===== config.mk =====
export PLATFORM = sky130hd
export DESIGN_NAME = spi_sclk_sequencer
export DESIGN_NICKNAME = d
export VERILOG_FILES = /design/src/rtl/spi_sclk_sequencer.sv
export SDC_FILE = /design/constraint.sdc
export NUM_CORES = 1
export LEC_CHECK = 0
export ABC_AREA = 0
export BUFFER_PORTS_ARGS = -buffer_cell sky130_fd_sc_hd__buf_2
export CORE_MARGIN = 3
export CORE_UTILIZATION = 45
export DETAILED_ROUTE_END_ITERATION = 7
export PLACE_DENSITY = 0.7
export RECOVER_POWER = 100
export SKIP_CTS_REPAIR_TIMING = 1
export SYNTH_ARGS = -nofsm -noshare
export SYNTH_HDL_FRONTEND = slang
export SYNTH_SLANG_ARGS = --single-unit

===== constraint.sdc =====
create_clock -name clk -period 3 [get_ports clk]
set_clock_uncertainty 0.2 [all_clocks]
set_input_delay 0.45 -clock clk [delete_from_list [all_inputs] [get_ports clk]]
set_output_delay 0.45 -clock clk [all_outputs]
set_load 0.02 [all_outputs]

===== src/rtl/spi_sclk_sequencer.sv =====
// Frame sequencer for the SPI clock generator: validates and loads the SCLK divisor,
// frames chip-select with setup/hold gaps and emits per-half-period launch/capture ticks.
module spi_sclk_sequencer #(
    parameter int FRAME_BITS = 8,
    parameter int SETUP_CYC  = 2,
    parameter int HOLD_CYC   = 2
) (
    input  logic       clk,
    input  logic       rst,
    input  logic       start,
    input  logic [7:0] div_req,
    input  logic       abort,
    output logic       busy,
    output logic       done,
    output logic       err,
    output logic       cs_n,
    output logic [7:0] gen_divisor,
    output logic       gen_ld,
    output logic       gen_en,
    output logic       half_tick,
    output logic       lead_edge,
    output logic [4:0] bit_idx
);
    typedef enum logic [2:0] {IDLE, LOAD, SETUP, RUN, HOLD, DONE} state_e;

    localparam logic [5:0] TICK_LAST  = 6'(2 * FRAME_BITS - 1);
    localparam logic [4:0] BIT_LAST   = 5'(FRAME_BITS - 1);
    localparam logic [7:0] SETUP_LAST = 8'(SETUP_CYC - 1);
    localparam logic [7:0] HOLD_LAST  = 8'(HOLD_CYC - 1);

    state_e     state_q;
    logic       busy_q, done_q, err_q, cs_n_q, gen_ld_q, gen_en_q, half_tick_q, lead_edge_q;
    logic [7:0] gen_div_q;
    logic [4:0] bit_idx_q;
    logic [6:0] hc_q;
    logic [5:0] tcnt_q;
    logic [7:0] gap_q;

    // An odd or zero divisor would make clock_Gen pass clk straight through.
    logic       div_ok;
    logic [6:0] hc_last;
    assign div_ok  = ~div_req[0] && (div_req != 8'd0);
    assign hc_last = gen_div_q[7:1] - 7'd1;

    always_ff @(posedge clk) begin
        if (rst) begin
            state_q     <= IDLE;
            busy_q      <= 1'b0;
            done_q      <= 1'b0;
            err_q       <= 1'b0;
            cs_n_q      <= 1'b1;
            gen_div_q   <= 8'd0;
            gen_ld_q    <= 1'b0;
            gen_en_q    <= 1'b0;
            half_tick_q <= 1'b0;
            lead_edge_q <= 1'b0;
            bit_idx_q   <= 5'd0;
            hc_q        <= 7'd0;
            tcnt_q      <= 6'd0;
            gap_q       <= 8'd0;
        end else begin
            gen_ld_q    <= 1'b0;
            done_q      <= 1'b0;
            err_q       <= 1'b0;
            half_tick_q <= 1'b0;
            if (abort && state_q != IDLE) begin
                state_q     <= IDLE;
                busy_q      <= 1'b0;
                cs_n_q      <= 1'b1;
                gen_en_q    <= 1'b0;
                lead_edge_q <= 1'b0;
                bit_idx_q   <= 5'd0;
                hc_q        <= 7'd0;
                tcnt_q      <= 6'd0;
                gap_q       <= 8'd0;
            end else begin
                case (state_q)
                    IDLE: if (start && !abort) begin
                        if (div_ok) begin
                            state_q   <= LOAD;
                            gen_div_q <= div_req;
                            cs_n_q    <= 1'b0;
                            busy_q    <= 1'b1;
                            gen_ld_q  <= 1'b1;
                        end else begin
                            err_q <= 1'b1;
                        end
                    end
                    LOAD: begin
                        state_q <= SETUP;
                        gap_q   <= 8'd0;
                    end
                    SETUP: if (gap_q == SETUP_LAST) begin
                        gap_q    <= 8'd0;
                        hc_q     <= 7'd0;
                        gen_en_q <= 1'b1;
                        state_q  <= RUN;
                    end else begin
                        gap_q <= gap_q + 8'd1;
                    end
                    RUN: if (hc_q == hc_last) begin
                        hc_q        <= 7'd0;
                        half_tick_q <= 1'b1;
                        lead_edge_q <= ~tcnt_q[0];
                        if (tcnt_q == TICK_LAST) begin
                            tcnt_q   <= 6'd0;
                            gen_en_q <= 1'b0;
                            gap_q    <= 8'd0;
                            state_q  <= HOLD;
                        end else begin
                            tcnt_q <= tcnt_q + 6'd1;
                        end
                    end else begin
                        hc_q <= hc_q + 7'd1;
                    end
                    HOLD: if (gap_q == HOLD_LAST) begin
                        gap_q   <= 8'd0;
                        cs_n_q  <= 1'b1;
                        state_q <= DONE;
                    end else begin
                        gap_q <= gap_q + 8'd1;
                    end
                    DONE: begin
                        done_q  <= 1'b1;
                        busy_q  <= 1'b0;
                        state_q <= IDLE;
                    end
                    default: state_q <= IDLE;
                endcase
                // bit_idx advances the cycle after a trailing tick, so it is stable across both ticks of a bit.
                if (half_tick_q && !lead_edge_q)
                    bit_idx_q <= (bit_idx_q == BIT_LAST) ? 5'd0 : bit_idx_q + 5'd1;
            end
        end
    end

    assign busy        = busy_q;
    assign done        = done_q;
    assign err         = err_q;
    assign cs_n        = cs_n_q;
    assign gen_divisor = gen_div_q;
    assign gen_ld      = gen_ld_q;
    assign gen_en      = gen_en_q;
    assign half_tick   = half_tick_q;
    assign lead_edge   = lead_edge_q;
    assign bit_idx     = bit_idx_q;
endmodule

-- Yosys cells after proc, flatten, opt, wreduce, memory -nomap -nowiden
Cells that the tools add are included.
- register bits after elaboration: 45
- output and inout port bits: 21
- logic and storage cells: 95
- add/sub/neg operators: 5
- equal/unequal tests: 15
- mux-type cells: 30
- bitwise logic cells: 6
- reductions and logical operators: 25
- operators with widths (kind ; count):
    8-bit 2-to-1 mux ; 3
    8-bit case mux with 3 select lines ; 1
    3-bit 2-to-1 mux ; 6
    3-bit case mux with 5 select lines ; 1
    7-bit 2-to-1 mux ; 2
    7-bit case mux with 2 select lines ; 1
    2-bit != test (second input constant) ; 6
    4-bit AND reduction ; 3
    1-bit 2-to-1 mux ; 11
    8-bit by 1-bit adder with 8-bit output (second input constant) ; 1
    8-bit by 1-bit equality test with 1-bit output (second input constant) ; 1
    8-bit nonzero test ; 1
    7-bit by 1-bit adder with 7-bit output (second input constant) ; 1
    7-bit equality test ; 1
    7-bit by 1-bit subtractor with 7-bit output (second input constant) ; 1
    6-bit by 1-bit adder with 6-bit output (second input constant) ; 1
    3-bit by 2-bit equality test with 1-bit output (second input constant) ; 2
    3-bit equality test (second input constant) ; 2
    6-bit by 4-bit equality test with 1-bit output (second input constant) ; 1
    6-bit 2-to-1 mux ; 1
    1-bit inverter ; 6
    1-bit case mux with 2 select lines ; 3
    3-bit AND reduction ; 2
    6-bit AND reduction ; 1
    other kinds (13) ; 22

-- Depth between registers and ports, before layout
- depth after elaboration: 5
- mapped depth: 9
- gate-level depth less buffers: 8

-- Worst setup path after synthesis
OpenSTA, ideal clock, no wires.
- path type: flip-flop to flip-flop
- start point: register gen_div_q[1] (netlist: gen_divisor[1])
- end point: register tcnt_q[4]
- data arrival time: 2.403 ns
- setup slack: 0.327 ns
- stages on the path, launching flop included: 9
- cells stage by stage: dfxtp_1 inv_1 ha_1 or3b_1 a211o_1 a211oi_4 nand2_4 or4_1 a21oi_1
- cells in the longest elaborated chain, start to end: 3
- ends and longest elaborated chain (what ; RTL line ; source):
    from (decl) ; 33 ; logic [7:0] gen_div_q;
    from (signal assigned) ; 81 ; gen_div_q <= div_req;
    7-bit by 1-bit subtractor with 7-bit output ; 43 ; assign hc_last = gen_div_q[7:1] - 7'd1;
    7-bit equality test ; 101 ; RUN: if (hc_q == hc_last) begin
    2-bit AND reduction (no source line) ; n/a ;
    to (signal assigned) ; 111 ; tcnt_q <= tcnt_q + 6'd1;
    to (decl) ; 36 ; logic [5:0] tcnt_q;
Every way passes these cells.
A chain may end at the register's enable or synchronous reset.

-- Final worst setup path
- start point: register gen_div_q[1] (netlist: gen_divisor[1])
- end point: register gen_en_q (netlist: gen_en)
- cells in the longest elaborated chain, start to end: 4
- ends and longest elaborated chain (what ; RTL line ; source):
    7-bit by 1-bit subtractor with 7-bit output ; 43 ;
    7-bit equality test ; 101 ;
    2-bit != test (no source line) ; n/a ;
    4-bit AND reduction (no source line) ; n/a ;
    to (signal assigned) ; 54 ; gen_en_q <= 1'b0;
    to (signal assigned) ; 96 ; gen_en_q <= 1'b1;
    to (signal assigned) ; 107 ; gen_en_q <= 1'b0;
    to (decl) ; 32 ; logic busy_q, done_q, err_q, cs_n_q, gen_ld_q, gen_en_q, half_tick_q, lead_edge_q;
Every way passes these cells.

==> flow_summary.ini <==
[status]
status = finished clean

[power]
p_per_area_nw_per_um2 = 591
p_comb_frac = 0.240
swShare = 0.318
p_int_mw = 1.03
power_frac_clock = 0.308
power_switching_uw = 482
pwr-share-seq = 0.452
leakagePower_nw = 0.911
peakVddDrop_uv = 268
power_mw = 1.51

[yosys]
yosys-top-cells-count = 45 x dfxtp_1, 34 x nor2_1, 17 x a21oi_1, 15 x o21ai_0, 14 x nand3_1
synth_area_sq_um = 2250
synth_edf_count = 0
postSynthCellCount = 260
seq_area_frac_synth = 0.400
syn_nets = 278
yosysTopAreaCellShare = 0.400
yosysWarnings = 0
synth_area_leaders = dfxtp_1 40%, nor2_1 5.7%, mux2i_1 4.9%, xnor2_1 3.9%, a21oi_1 3.8%
yosysUniqueCellTypes = 51
ys_ff_latch = 45
avgSynthCellArea_sq_um = 8.65
synthFlopType = dfxtp_1
synth_top_cell_by_area = dfxtp_1
async_flop_share = 0
synth.most_common_cell = dfxtp_1

[global_routing]
grt_pass1_vias = 1896
grt_max_degree = 25
grt_pass1_wl_mm = 8.54
antenna_found_initial = 0
grt_overflow_total = 0
grt.total_usage = 0.172

[worst_setup_path]
crit_type = reg -> reg
worstPathMaxFanout = 7
end_kind = flop
slowest_stage = a2111oi_0
cpPeakStageDelay_ns = 0.43
r2r-start = gen_divisor[1]
critPathRequiredTime_ns = 3.04
crit_chain = inv_1, ha_1, or3b_1, a211o_1, a211oi_4, nand2_4, a2111oi_0, o221a_2
cp.arrival_ns = 2.84
critPathLaunch = gen_divisor[1]
start_kind = flop

[floorplanning]
core_area_sq_um = 4790
ioPinCount = 33
start_util = 0.470
dieWidth_um = 76.7
dieArea_sq_um = 5880
num_rows = 25
die_y_um = 76.7

[detailed_routing]
drc = 0
antenna_left = 0
routed_via_density = 5.43
wl_per_cell_um = 13.1
dr.first_iter.drc_count = 50
drt_first_pass_iters = 4
drt_wl_total_mm = 4.74
vias = 1961

[timing]
relSlewSlack = 0.392
hold_violations = 0
max_freq_ghz = 0.356
grt_setup_unrepaired = no
maxSlewViolCount = 0
worst_pin_slew_ns = 0.908
period_needed_ns = 2.81
tns_ns = 0
fin_crit_sh = 0.935
setup_viol = 0

[cells_and_area]
seqCellArea_sq_um = 901
fillCellCount = 466
area_growth_pct = 13.9
nets = 311
drive_above_1_share = 0.0952
diodes = 0
multiInputGateArea_sq_um = 1290

[clock_network]
cts_root_buf = clkbuf_8
cts_max_level = 2
numCtsBuffers = 5
ctsLongestPathBuffers = 2
clock_latency_ns = 0.29
clk_pin_slew_ns = 0.08
cts.sinks = 45
cts_tree = yes

[placed_design]
io_buffers = 32
gp_congestion = 0.790
dpl.hpwl_mm = 3.54

[hold_path]
hold_start = div_req[4]
hold_path.class = in -> reg

[flow_run]
max_cap_violations = 0
[per-layer routing]
metal  share of wire  GRT usage  vias to the layer above
li1                -          -                     1003
met1            0.48      0.222                      919
met2            0.46      0.287                       34
met3           0.046     0.0399                        5
met4          0.0080     0.0489                        0
met5               0          0                        -
[state kept, by name, indices dropped and copies added, names as in the netlist]
| signal | cells |
|---|---|
| gap_q | 8 |
| gen_divisor | 8 |
| hc_q | 7 |
| tcnt_q | 6 |
| bit_idx | 5 |
| state_q | 3 |
| busy | 1 |
| cs_n | 1 |
| done | 1 |
| err | 1 |
| gen_en | 1 |
| gen_ld | 1 |
| half_tick | 1 |
| lead_edge | 1 |
[area by class of cell]
cell class | instances | share of cell area
multi-input cells | 200 | 0.503
flip-flops and latches | 45 | 0.352
repair buffers | 35 | 0.0581
clock inverters | 1 | 0.0117
clock buffers | 7 | 0.0337
well taps | 67 | 0.0327
inverters | 6 | 0.00879
[final timing paths]
kind                    endpoint  slack [ns]  depth (start not counted)
setup / recovery          gen_en        0.19                          8
hold / removal    gen_divisor[4]        0.21                          3
setup reg to reg          gen_en        0.19                          8
hold reg to reg   gen_divisor[0]        0.28                          1
[logic make-up after synthesis]
family          synth area share
simple gates               0.261
compound gates             0.165
xor+xnor                  0.0662
flops                      0.400
buf+inv                   0.0250
mux                       0.0489
fa+ha+maj                 0.0334
[power by group through the flow]
stage	registers [mW]	logic (mW)	clock network [mW]
after floorplan	0.677	0.292	0
after CTS	0.685	0.374	0.482
after global routing	0.693	0.418	0.504
final	0.685	0.364	0.467
after detailed placement	0.698	0.372	0
after global placement	0.696	0.370	0
[critical path, delay by kind of cell, from the launching register on]
kind,cells,cell delay (ns)
buffers and inverters,1,0.07
AO/OA/AOI/OAI,4,1.43
adder cells (fa/ha/maj),1,0.19
AND/OR/NAND/NOR,2,0.49
flip-flops,1,0.36
[layout by cell type (no fill, tap or decap), drive strengths merged, types with 3 or more instances in the layout]
master	n
nand4	4
buf	12
o31ai	3
nor3	6
mux2i	11
xor2	7
nor2b	7
xnor2	10
clkbuf	30
o21ai	15
nand3	14
ha	6
inv	6
nor2	35
or3b	6
or3	7
a21oi	17
nand2	14
and3	5
dfxtp	45
[stage by stage]
stage	setup WS (ns)	hold WS (ns)	util	instance area, sq um	instances
floorplan	0.327	0.262	-	2250	260
global placement	0.328	0.261	0.519	2480	353
detailed placement	0.235	0.273	0.519	2480	353
CTS	0.203	0.207	0.543	2600	361
global route	0.0267	0.230	0.535	2560	361
finish	0.195	0.207	0.535	2560	361
Power figures use the tool's default switching activity.
